<file path="src/rtl/uart_rx_if.sv">
// -----------------------------------------------------------------------------
// uart_rx_if
// Purpose : Groups the byte hand-off signals between the UART receiver and the
//           bus controller that consumes the received bytes.
// Signals : i_ack        - one-clock pulse from the controller consuming the byte
//           o_data       - last received byte
//           o_valid      - a byte is held and has not been consumed
//           o_frame_err  - stop bit of the held byte was sampled low
//           o_overrun    - sticky, a byte was dropped while o_valid was high
//           o_parity_err - parity mismatch on the held byte
// Modports: master - bus controller side (drives i_ack)
//           slave  - receiver side (drives the byte and status flags)
// -----------------------------------------------------------------------------
interface uart_rx_if;
    logic       i_ack;
    logic [7:0] o_data;
    logic       o_valid;
    logic       o_frame_err;
    logic       o_overrun;
    logic       o_parity_err;

    modport master (
        output i_ack,
        input  o_data,
        input  o_valid,
        input  o_frame_err,
        input  o_overrun,
        input  o_parity_err
    );

    modport slave (
        input  i_ack,
        output o_data,
        output o_valid,
        output o_frame_err,
        output o_overrun,
        output o_parity_err
    );
endinterface

</file>
<file path="src/rtl/uart_rx.sv">
// -----------------------------------------------------------------------------
// uart_rx
// Purpose : 8-bit UART receiver, LSB first, one start bit, one stop bit and an
//           optional even parity bit. Each bit is sampled once, at its
//           mid-point, by a single bit timer. A completed byte is held
//           for the bus controller until it pulses i_ack.
// Params  : CLKS_PER_BIT - clocks per serial bit (4..65535, even values only)
// Ports   : clk   - system clock, rising edge
//           reset - asynchronous, active-low reset
//           i_rx  - asynchronous serial line, idle high
//           bus   - uart_rx_if.slave: i_ack in; o_data, o_valid, o_frame_err,
//                   o_overrun, o_parity_err out
// Config  : define UART_RX_PARITY_EN to receive and check an even parity bit
//           between the last data bit and the stop bit. Without it the frame
//           is 10 bits and o_parity_err is tied to 0.
// -----------------------------------------------------------------------------
module uart_rx #(
    parameter int CLKS_PER_BIT = 16
) (
    input  logic     clk,
    input  logic     reset,
    input  logic     i_rx,
    uart_rx_if.slave bus
);

    localparam int CNT_W = $clog2(CLKS_PER_BIT);
    localparam logic [CNT_W-1:0] HALF_M1 = CNT_W'(CLKS_PER_BIT / 2 - 1);
    localparam logic [CNT_W-1:0] FULL_M1 = CNT_W'(CLKS_PER_BIT - 1);

    typedef enum logic [2:0] {
        IDLE,
        START,
        DATA,
        PARITY,
        STOP
    } state_t;

    state_t           state;
    logic [CNT_W-1:0] cnt;
    logic [2:0]       bit_idx;
    logic [7:0]       shift;

    // Two-flop synchronizer plus one delayed copy for falling-edge detection.
    logic sync1;
    logic sync2;
    logic sync_prev;

    logic [7:0] data_q;
    logic       valid_q;
    logic       frame_q;
    logic       overrun_q;

`ifdef UART_RX_PARITY_EN
    logic       parity_bit;
    logic       parity_q;
`endif

    // All three flops reset high so a reset never looks like a start edge.
    always_ff @(posedge clk or negedge reset) begin
        if (!reset) begin
            sync1     <= 1'b1;
            sync2     <= 1'b1;
            sync_prev <= 1'b1;
        end else begin
            sync1     <= i_rx;
            sync2     <= sync1;
            sync_prev <= sync2;
        end
    end

    // Receive FSM and the held-byte registers. The ack clear is written first
    // so that a byte completing in the same clock overrides it and stays valid.
    always_ff @(posedge clk or negedge reset) begin
        if (!reset) begin
            state     <= IDLE;
            cnt       <= '0;
            bit_idx   <= 3'd0;
            shift     <= 8'h00;
            data_q    <= 8'h00;
            valid_q   <= 1'b0;
            frame_q   <= 1'b0;
            overrun_q <= 1'b0;
`ifdef UART_RX_PARITY_EN
            parity_bit <= 1'b0;
            parity_q   <= 1'b0;
`endif
        end else begin
            if (bus.i_ack && valid_q) begin
                valid_q   <= 1'b0;
                frame_q   <= 1'b0;
                overrun_q <= 1'b0;
`ifdef UART_RX_PARITY_EN
                parity_q  <= 1'b0;
`endif
            end

            case (state)
                IDLE: begin
                    // Only a high-to-low transition arms the receiver, so a
                    // line held low (break) cannot retrigger it.
                    if (!sync2 && sync_prev) begin
                        state <= START;
                        cnt   <= '0;
                    end
                end

                START: begin
                    if (cnt == HALF_M1) begin
                        cnt     <= '0;
                        bit_idx <= 3'd0;
                        // A start bit that is high again at its mid-point was
                        // a glitch; drop it silently.
                        state   <= sync2 ? IDLE : DATA;
                    end else begin
                        cnt <= cnt + 1'b1;
                    end
                end

                DATA: begin
                    if (cnt == FULL_M1) begin
                        cnt     <= '0;
                        shift   <= {sync2, shift[7:1]};
                        bit_idx <= bit_idx + 1'b1;
                        if (bit_idx == 3'd7) begin
`ifdef UART_RX_PARITY_EN
                            state <= PARITY;
`else
                            state <= STOP;
`endif
                        end
                    end else begin
                        cnt <= cnt + 1'b1;
                    end
                end

`ifdef UART_RX_PARITY_EN
                PARITY: begin
                    if (cnt == FULL_M1) begin
                        cnt        <= '0;
                        parity_bit <= sync2;
                        state      <= STOP;
                    end else begin
                        cnt <= cnt + 1'b1;
                    end
                end
`endif

                STOP: begin
                    // The byte is delivered at the stop mid-point; the rest of
                    // the stop bit is not waited for.
                    if (cnt == FULL_M1) begin
                        cnt   <= '0;
                        state <= IDLE;
                        if (valid_q && !bus.i_ack) begin
                            overrun_q <= 1'b1;
                        end else begin
                            data_q   <= shift;
                            valid_q  <= 1'b1;
                            frame_q  <= ~sync2;
`ifdef UART_RX_PARITY_EN
                            parity_q <= parity_bit ^ (^shift);
`endif
                        end
                    end else begin
                        cnt <= cnt + 1'b1;
                    end
                end

                default: begin
                    state <= IDLE;
                    cnt   <= '0;
                end
            endcase
        end
    end

    assign bus.o_data      = data_q;
    assign bus.o_valid     = valid_q;
    assign bus.o_frame_err = frame_q;
    assign bus.o_overrun   = overrun_q;
`ifdef UART_RX_PARITY_EN
    assign bus.o_parity_err = parity_q;
`else
    assign bus.o_parity_err = 1'b0;
`endif

endmodule

</file>
<file path="src/flat_wrapper.sv">
// flat-port wrapper written by rule: the top's interface ports become plain ports
module uart_rx_flat 
#(
    parameter int CLKS_PER_BIT = 16
)
  (clk, reset, i_rx, bus_i_ack, bus_o_data, bus_o_valid, bus_o_frame_err, bus_o_overrun, bus_o_parity_err);
  uart_rx_if bus_i ();
  input  logic clk;
  input  logic reset;
  input  logic i_rx;
  input wire logic [$bits(bus_i.i_ack)-1:0] bus_i_ack;
  output wire logic [$bits(bus_i.o_data)-1:0] bus_o_data;
  output wire logic [$bits(bus_i.o_valid)-1:0] bus_o_valid;
  output wire logic [$bits(bus_i.o_frame_err)-1:0] bus_o_frame_err;
  output wire logic [$bits(bus_i.o_overrun)-1:0] bus_o_overrun;
  output wire logic [$bits(bus_i.o_parity_err)-1:0] bus_o_parity_err;
  assign bus_i.i_ack = bus_i_ack;
  assign bus_o_data = bus_i.o_data;
  assign bus_o_valid = bus_i.o_valid;
  assign bus_o_frame_err = bus_i.o_frame_err;
  assign bus_o_overrun = bus_i.o_overrun;
  assign bus_o_parity_err = bus_i.o_parity_err;
  uart_rx #(.CLKS_PER_BIT(CLKS_PER_BIT)) u_core (.clk(clk), .reset(reset), .i_rx(i_rx), .bus(bus_i));
endmodule
</file>
<file path="config.mk">
export PLATFORM = sky130hd
export DESIGN_NAME = uart_rx_flat
export DESIGN_NICKNAME = d
export VERILOG_FILES = /design/src/rtl/uart_rx_if.sv /design/src/rtl/uart_rx.sv /design/src/flat_wrapper.sv
export SDC_FILE = /design/constraint.sdc
export NUM_CORES = 1
export LEC_CHECK = 0
export ABC_AREA = 1
export ABC_CLOCK_PERIOD_IN_PS = 1210
export BUFFER_PORTS_ARGS = -buffer_cell sky130_fd_sc_hd__buf_2
export CAP_MARGIN = 20
export CORE_MARGIN = 4
export CORE_UTILIZATION = 51
export DETAILED_ROUTE_END_ITERATION = 6
export PLACE_DENSITY = 0.7
export SLEW_MARGIN = 20
export SYNTH_ARGS = -nofsm -noshare
export SYNTH_HDL_FRONTEND = slang
export SYNTH_SLANG_ARGS = --single-unit
</file>
<file path="constraint.sdc">
create_clock -name clk -period 1.21 [get_ports clk]
set_input_delay 0.363 -clock clk [delete_from_list [all_inputs] [get_ports clk]]
set_output_delay 0.363 -clock clk [all_outputs]
set_load 0.01 [all_outputs]
</file>
Word-level counts from Yosys, hierarchy flattened
Index checks and enable logic that the tools add are counted.
- register bits after elaboration: 32
- bitwise gates (word level): 2
- equal/unequal tests: 11
- reductions and logical operators: 12
- multiplexer cells: 26
- $add $sub $neg: 2
- operator list (cell ; count):
    two-way mux 3 bit ; 7
    two-way mux 1 bit ; 12
    two-way mux 4 bit ; 3
    one-hot mux 3 bit (4 select lines) ; 1
    one-hot mux 4 bit (3 select lines) ; 1
    inequality test 2 x 1 -> 1 bit, second input constant ; 5
    == test 3 bit, second input constant ; 2
    one-hot mux 3 bit (2 select lines) ; 1
    AND reduction 3 bit ; 2
    AND reduction 5 bit ; 1
    adder 4 x 1 -> 4 bit, second input constant ; 1
    == test 4 x 3 -> 1 bit, second input constant ; 1
    == test 4 bit, second input constant ; 1
    adder 3 x 1 -> 3 bit, second input constant ; 1
    == test 3 x 1 -> 1 bit, second input constant ; 1
    == test 3 x 2 -> 1 bit, second input constant ; 1
    logical AND 1 bit ; 3
    logical NOT 3 bit ; 1
    logical NOT 1 bit ; 2
    two-way mux 2 bit ; 1
    NOT 1 bit ; 2
    AND reduction 2 bit ; 1
    nonzero test 2 bit ; 1
    OR reduction 2 bit ; 1

Longest topological paths before layout
Gate-level depths: netlist of the first run.
- depth in word-level cells: 5
- gate-level depth with buffers: 9
- gate-level depth less buffers: 8

Worst setup path after synthesis of the first run
OpenSTA, ideal clock, no wires.
- kind: flip-flop to flip-flop
- start point: register u_core.cnt[0]
- end point: register u_core.data_q[6], in the netlist u_core.bus.o_data[6]
- slack: -0.127 ns
- cell stages (with the launch flop): 8
- arrival: 1.220 ns
- setup time: 0.117 ns
- data required time: 1.093 ns
- period minus slack after synthesis: 1.337 ns
- cell sequence: dfrtp_1 > ha_1 > nand3_2 > nor2_4 > nand2_4 > buf_12 > nand2_2 > o21ai_2
- word-level cells in the longest chain between the ends: 2
- RTL lines (what ; line ; text):
    from (decl) ; uart_rx.sv:39 ; logic [CNT_W-1:0] cnt;
    from (signal assigned) ; uart_rx.sv:115 ; cnt <= cnt + 1'b1;
    from (signal assigned) ; uart_rx.sv:132 ; cnt <= cnt + 1'b1;
    from (signal assigned) ; uart_rx.sv:165 ; cnt <= cnt + 1'b1;
    == test 4 bit ; uart_rx.sv:151 ; if (cnt == FULL_M1) begin
    AND reduction 3 bit (no line) ; -- ;
    to (signal assigned) ; uart_rx.sv:157 ; data_q <= shift;
    to (decl) ; uart_rx.sv:48 ; logic [7:0] data_q;
No other way between the ends.
A chain may end at the register's enable or synchronous reset.

Final worst setup path of the first run
- start point: register u_core.cnt[0]
- end point: register u_core.state[2]
- word-level cells in the longest chain between the ends: 3
- RTL lines (what ; line ; text):
    == test 4 bit or == test 4 x 3 -> 1 bit (tied branches) ; uart_rx.sv:120, uart_rx.sv:151, uart_rx.sv:108 ;
    inequality test 2 x 1 -> 1 bit (no line) ; -- ;
    AND reduction 5 bit (no line) * ; -- ;
    to (signal assigned) ; uart_rx.sv:113 ; state <= sync2 ? IDLE : DATA;
    to (decl) ; uart_rx.sv:38 ; state_t state;
Every way passes the cells marked *; elsewhere a longest branch is shown, timed or not.

==> metrics.txt, run 1 <==
outcome finished, violations left; failing checks setup timing; Setup Slack @ Placement -0.0722 ns; HP Class input pin to flip-flop; Setup CP Type flip-flop to flip-flop; setup_tns -1.25 ns; antenna violations before repair 0; Req. time, crit path 1.48 ns; CP Data Arrival Time 1.55 ns; CP startpoint kind flip-flop; Sink Count 32; Net count, final 214; ratio of cells with drive above 1 in the final layout 46.6%; Worst-Skew Late Latency 0.33 ns; post-route setup slack -0.0764 ns; Starting Density 53.8%; first-pass GRT wire length 5.13 mm; Final period util 106%; CTS root buffer clkbuf_4; IO Pins 16; post-route clock skew 0.0130 ns; Die ar. 3870 µm²; Routed Wire Length 3.07 mm; largest net degree at the start of global routing 33; Power, Total 3.33 mW; Netlist cell types 25; vias per cell 5.05; H-tree levels 2; Core ar. 2780 µm²; syn_nets 164; antenna viol nets, final 0; design area 1990 µm²; total CTS buffers 5; Max Cap Viol 0; dpl hpwl 1.98 mm; VDD IR max 0.00154 V; Cell Area, Synth 1500 µm²; total global routing track utilization 16.5%; Post-Syn Area per Cell 9.54 µm²; Die Width 62.2 µm; # rows 19; diodes inserted 0; post-layout min period 1.29 ns; synth warn 0; RSZ-0062 raised after global routing true; Leak Pwr 0.987 nW; die height 62.2 µm; drt wl/cell 12.8 µm; number of global-route vias before repair 1201; most common cell after layout, fill and taps aside nand2_1; sequential area share after synthesis 53.7%; gp weighted congestion 0.930; Fmax 777 MHz; Power Density 1670 nW/µm²; Placed Area 1720 µm²; critical path capture point type flip-flop; clock-pin slew on the worst setup and hold paths 0.10 ns; setup violators final 30; PortBufs 14; via total after detailed routing 1206; worst-path fanout max 6; fin. max-slew vios 0; GRT overflow 0; FILL cells 220; cells after synthesis 157; CTS tree built; Area growth syn-to-layout 33.1%; Max Root-Sink Buffers 2; Starting DRT DRC Count 41; FF+latch count, synth 32; highest-count cells in the layout ignoring fill and taps nand2_1, dfrtp_1, buf_4, buf_2, inv_1; First-pass DRT Iterations 4; final hold slack 0.123 ns; final hold vios 0; # DRC 0
-- sequential cells by signal, indices dropped and copies added (netlist names) --
signal / count
u_core.bit_idx: 3
u_core.bus.o_data: 8
u_core.bus.o_frame_err: 1
u_core.bus.o_overrun: 1
u_core.bus.o_valid: 1
u_core.cnt: 4
u_core.shift: 8
u_core.state: 3
u_core.sync1: 1
u_core.sync2: 1
u_core.sync_prev: 1
-- stage by stage --
| stage | util (%) | cells |
|---|---|---|
| after global routing | 71.7 | 239 |
| final | 71.7 | 239 |
| after detailed placement | 61.7 | 214 |
| after CTS | 67.5 | 232 |
| after global placement | 61.7 | 214 |
| after floorplan | - | 157 |
-- path summary, 6_finish.rpt --
| check | start | to | slack (ns) | cells after the start |
|---|---|---|---|---|
| worst max-delay path | u_core.cnt[0] | u_core.state[2] | -0.08 | 7 |
| worst min register to register | u_core.sync1 | u_core.sync2 | 0.36 | 0 |
| worst min-delay path | i_rx | u_core.sync1 | 0.12 | 1 |
| min in group asynchronous | reset | u_core.cnt[1] | 0.49 | 3 |
| worst max register to register | u_core.cnt[0] | u_core.state[2] | -0.08 | 7 |
| max in group asynchronous | reset | u_core.sync2 | 0.46 | 3 |
-- cell usage after synthesis --
library cell / instances / share of area [%]
nand2_1: 39 / 9.8
dfrtp_1: 29 / 48
inv_1: 14 / 3.5
nand3_1: 12 / 4.0
o21ai_1: 10 / 3.3
o21ai_2: 8 / 4.7
nand2_2: 6 / 2.5
a21oi_1: 4 / 1.3
inv_2: 4 / 1.0
nor2_2: 4 / 1.7
dfstp_2: 3 / 5.3
ha_1: 3 / 2.5
nand2_4: 3 / 2.3
nand3_2: 3 / 2.0
o21ai_0: 3 / 1.0
nor2_1: 2 / 0.50
o31ai_1: 2 / 1.0
buf_12: 1 / 1.3
buf_4: 1 / 0.50
buf_6: 1 / 0.75
conb_1: 1 / 0.25
nand3b_1: 1 / 0.50
nor2_4: 1 / 0.75
o21bai_1: 1 / 0.50
xor2_1: 1 / 0.58
-- power by group --
part,total [mW],internal (mW),switching [mW]
registers,1.29,1.18,0.112
clock network,0.696,0.342,0.355
logic,1.35,0.577,0.772
-- worst max-delay path, stage by stage (launching register included) --
cell and delay (ns):
dfrtp_1 0.40, ha_4 0.17, nand3_4 0.11, nand3_1 0.16
nand3_2 0.11, nor2_2 0.13, nand2_1 0.06, nand2_1 0.06
-- cells by family after synthesis --
logic type / Yosys count / synth area share, %
AND/OR/NAND/NOR: 71 / 24.0
flip-flops: 32 / 53.7
AO/OA/AOI/OAI: 28 / 11.9
buffers and inverters: 21 / 7.10
adder cells (fa/ha/maj): 3 / 2.51
XOR/XNOR: 1 / 0.585
other: 1 / 0.250
-- cell type report --
type	instances	area (µm²)	area share [%]
Clock buffer	8	68.8	3.45
Tap cell	31	38.8	1.95
Sequential cell	32	806	40.4
Timing Repair Buffer	44	314	15.8
Inverter	18	75.1	3.77
Multi-Input combinational cell	106	691	34.7
-- routing by layer --
metal	vias to the layer above	wire (µm)	global-route usage (%)
li1	606	-	-
met1	575	1360	20.3
met2	18	1530	26.0
met3	7	125	5.77
met4	0	51	7.32
met5	-	0	0
-- timing repair --
item	4_1_cts	5_1_grt
pin swaps	3	3
resized for setup	3	17
hold buffers	1	0
endpoints found under the hold margin	29	0
setup endpoints to repair	34	39
setup buffers	8	6
cloned	1	1
Power figures use the tool's default switching activity.
==> run 2: changes to the inputs <==
- ABC_CLOCK_PERIOD_IN_PS: 1210 -> 1200
- CORE_UTILIZATION: 51 -> 57
- PLACE_DENSITY: 0.7 -> 0.74
- clock period: 1.21 -> 1.2 ns (I/O delays scaled with it)
==> metrics.txt, run 2 (same netlist as run 1, synthesis figures left out) <==
# DRC 0; gp weighted congestion 0.876; total global routing track utilization 20.6%; largest net degree at the start of global routing 18; Worst-Skew Late Latency 0.34 ns; dpl hpwl 2.14 mm; ratio of cells with drive above 1 in the final layout 43.3%; highest-count cells in the layout ignoring fill and taps nand2_1, dfrtp_1, buf_4; CTS tree built; Setup Slack @ Placement -0.0941 ns; total CTS buffers 5; Net count, final 209; First-pass DRT Iterations 4; failing checks setup timing; Max Cap Viol 0; Sink Count 32; CP Data Arrival Time 1.58 ns; CTS root buffer clkbuf_4; worst-path fanout max 8; Leak Pwr 0.944 nW; FILL cells 176; vias per cell 5.27; via total after detailed routing 1228; die height 59.3 µm; Fmax 765 MHz; IO Pins 16; Final period util 109%; outcome finished, violations left; Power Density 1730 nW/µm²; most common cell after layout, fill and taps aside nand2_1; antenna viol nets, final 0; clock-pin slew on the worst setup and hold paths 0.09 ns; critical path capture point type flip-flop; Area growth syn-to-layout 29.4%; cells along the critical path inv_2 -> nand2_4 -> inv_2 -> nand2_2 -> nor2_4 -> nand2_4 -> o21ai_2; final hold vios 0; Critical Path Max Stage Delay 0.44 ns; Max Root-Sink Buffers 2; Setup CP Type flip-flop to flip-flop; PortBufs 14; H-tree levels 2; diodes inserted 0; drt wl/cell 13.9 µm; HP Class input pin to flip-flop; Starting DRT DRC Count 40; first-pass GRT wire length 5.17 mm; Die Width 59.3 µm; Core ar. 2500 µm²; Placed Area 1730 µm²; Routed Wire Length 3.23 mm; post-route setup slack -0.107 ns; GRT overflow 0; Die ar. 3510 µm²; Worst path slowest cell dfrtp_1; number of global-route vias before repair 1186; fin. max-slew vios 0; VDD IR max 0.00131 V; setup violators final 31; # rows 18; post-route clock skew 0.00763 ns; post-layout min period 1.31 ns; Starting Density 59.9%; RSZ-0062 raised after global routing true; CP startpoint kind flip-flop; antenna violations before repair 0; design area 1940 µm²; Req. time, crit path 1.47 ns
run 2: report_power, final:
| part | switching (mW) | internal, mW | total, mW |
|---|---|---|---|
| combinational | 0.705 | 0.530 | 1.24 |
| clock | 0.368 | 0.436 | 0.804 |
| sequential | 0.129 | 1.19 | 1.32 |
| total | 1.20 | 2.15 | 3.35 |
run 2: area by class of cell:
cell class,instances,area (µm²),area share [%]
multi-input cells,105,658,34.0
well taps,30,37.5,1.94
clock inverters,2,35.0,1.81
inverters,18,67.6,3.49
clock buffers,6,41.3,2.13
flip-flops and latches,32,806,41.6
repair buffers,40,293,15.1
run 2: through the flow:
step	utilization (%)	TNS, ns	cells	power [mW]	hold WS (ns)
floorplan	-	-0.0785	157	2.01	0.0644
global placement	69.2	-0.433	215	2.40	0.307
detailed placement	69.2	-1.14	215	2.45	0.310
CTS	75.0	-1.68	229	3.31	0.0961
global route	77.5	-4.13	233	3.54	0.0926
finish	77.5	-1.62	233	3.35	0.109
run 2: path summary, 6_finish.rpt:
path                                        endpoint             from  slack [ns]  cells after the start
worst max-delay path            u_core.bus.o_data[5]  u_core.state[0]       -0.11                      7
worst min-delay path                    u_core.sync1             i_rx        0.11                      1
worst max register to register  u_core.bus.o_data[5]  u_core.state[0]       -0.11                      7
worst min register to register          u_core.sync2     u_core.sync1        0.37                      0
max in group asynchronous            u_core.shift[4]            reset        0.31                      3
min in group asynchronous              u_core.cnt[1]            reset        0.46                      2
run 2: worst max-delay path: cells and delay by family, from the launching register on:
kind	cells	cell delay, ns
AND/OR/NAND/NOR	4	0.50
flip-flops	1	0.44
buffers and inverters	2	0.16
AO/OA/AOI/OAI	1	0.14
run 2: layer usage:
metal  GRT usage (%)  part of all wire [%]  up-vias
met5               0                     0        -
met4            13.9                   2.8        0
li1                -                     -      598
met1            23.6                    43      587
met2            33.7                    50       33
met3            4.79                   4.3       10
run 2: repair_timing:
item | in CTS | in global routing
hold buffers | 1 | 0
pin swaps | 5 | 0
gates cloned | 0 | 1
resized for setup | 6 | 8
setup endpoints to repair | 36 | 40
buffers inserted | 5 | 3
endpoints found under the hold margin | 12 | 0
==> run 3: changes to the inputs <==
- ABC_CLOCK_PERIOD_IN_PS: 1200 -> default
- CORE_UTILIZATION: 57 -> 26
- PLACE_DENSITY: 0.74 -> 0.38
==> metrics.txt, run 3 (same netlist as run 1, synthesis figures left out) <==
post-route clock skew 0.00499 ns; fin cells 277; VDD IR max 0.000833 V; clock-pin slew on the worst setup and hold paths 0.07 ns; First-pass DRT Iterations 4; Die ar. 7040 µm²; Worst-Skew Late Latency 0.28 ns; final hold vios 0; largest net degree at the start of global routing 33; diodes inserted 0; r2r setup slk -0.1 ns; Leak Pwr 0.987 nW; dpl hpwl 2.27 mm; Starting DRT DRC Count 34; met2 Use GR 15.8%; Power, Total 3.62 mW; GRT overflow 0; die height 83.9 µm; failing checks setup timing; Placed Cells 259; final hold slack 0.0176 ns; CTS tree built; CTS root buffer clkbuf_8; Setup CP Type flip-flop to flip-flop; CP Data Arrival Time 1.51 ns; setup violators final 24; most common cell after layout, fill and taps aside nand2_1; Setup Slack @ Placement -0.0916 ns; worst r2r src u_core.cnt[1]; CP startpoint kind flip-flop; Net count, final 211; met3 usage 3.26%; Max Cap Viol 0; H-tree levels 2; Core ar. 5540 µm²; number of global-route vias before repair 1224; gp weighted congestion 0.775; fin. max-slew vios 0; total CTS buffers 5; outcome finished, violations left; highest-count cells in the layout ignoring fill and taps nand2_1, dfrtp_1, buf_4, buf_2, inv_1; drt wl/cell 11.9 µm; Max Root-Sink Buffers 2; ratio of cells with drive above 1 in the final layout 47.8%; Area growth syn-to-layout 37.3%; # DRC 0; PortBufs 14; post-layout min period 1.30 ns; Power Density 1760 nW/µm²; RSZ-0062 raised after global routing true; Req. time, crit path 1.41 ns; antenna violations before repair 0; Routed Wire Length 3.31 mm; Die Width 83.9 µm; grt peak-use layer met2; total global routing track utilization 10.3%; GRT met1 Usage 13.5%; worst-path fanout max 8; IO Pins 16; first-pass GRT wire length 5.73 mm; via total after detailed routing 1215; antenna viol nets, final 0; post-route setup slack -0.0992 ns; worst r2r path cells 5; r2r endpoint u_core.bus.o_data[4]; critical path capture point type flip-flop; Fmax 770 MHz; # rows 27; Starting Density 27.0%; Final period util 108%; Sink Count 32; vias per cell 4.39; HP Class input pin to asynchronous set/reset pin
## run 3: worst max-delay path by stage
stage                          from                     end  cells past startpoint
floorplan             u_core.cnt[0]    u_core.bus.o_data[6]                      7
global placement    u_core.state[2]       u_core.bit_idx[0]                      5
detailed placement    u_core.cnt[1]  u_core.bus.o_frame_err                      6
CTS                   u_core.cnt[0]    u_core.bus.o_data[4]                      5
global route          u_core.cnt[1]    u_core.bus.o_data[4]                      6
finish                u_core.cnt[1]    u_core.bus.o_data[4]                      5
## run 3: layout make-up
type / count / area, µm²
Inverter: 18 / 67.6
Tap cell: 72 / 90.1
Fill cell: 573 / 3480
Multi-Input combinational cell: 105 / 702
Clock buffer: 8 / 90.1
Sequential cell: 32 / 806
Timing Repair Buffer: 42 / 300
## run 3: routing by layer
| layer | wire [µm] | vias to the layer above | part of all wire [%] |
|---|---|---|---|
| met5 | 0 | - | 0 |
| met4 | 59 | 0 | 1.8 |
| met3 | 146 | 7 | 4.4 |
| met2 | 1550 | 26 | 47 |
| met1 | 1550 | 581 | 47 |
| li1 | - | 601 | - |
## run 3: through the flow
| step | area, µm² | util [%] | setup TNS, ns |
|---|---|---|---|
| global route | 2060 | 37.1 | -3.60 |
| global placement | 1800 | 32.4 | -0.815 |
| detailed placement | 1800 | 32.4 | -0.950 |
| finish | 2060 | 37.1 | -1.43 |
| floorplan | 1520 | - | -0.0785 |
| CTS | 1920 | 34.7 | -1.02 |
## run 3: critical path, cell delays in order, from the launching register on
cell     delay, ns
dfrtp_1       0.39
ha_4          0.18
nand3_4       0.13
nor2_4        0.23
nand2_4       0.15
o21ai_2       0.14
## run 3: power by group
group          total [mW]  switching, mW  internal, mW
registers            1.30          0.114          1.19
clock network       0.858          0.390         0.468
logic                1.46          0.801         0.655
total                3.62           1.31          2.31
## run 3: timing repair
| action | in CTS | in global routing |
|---|---|---|
| hold buffers | 0 | 0 |
| resized for setup | 5 | 19 |
| gates cloned | 1 | 0 |
| endpoints found under the setup margin | 24 | 33 |
| buffers inserted | 1 | 8 |
| pin swaps | 2 | 4 |
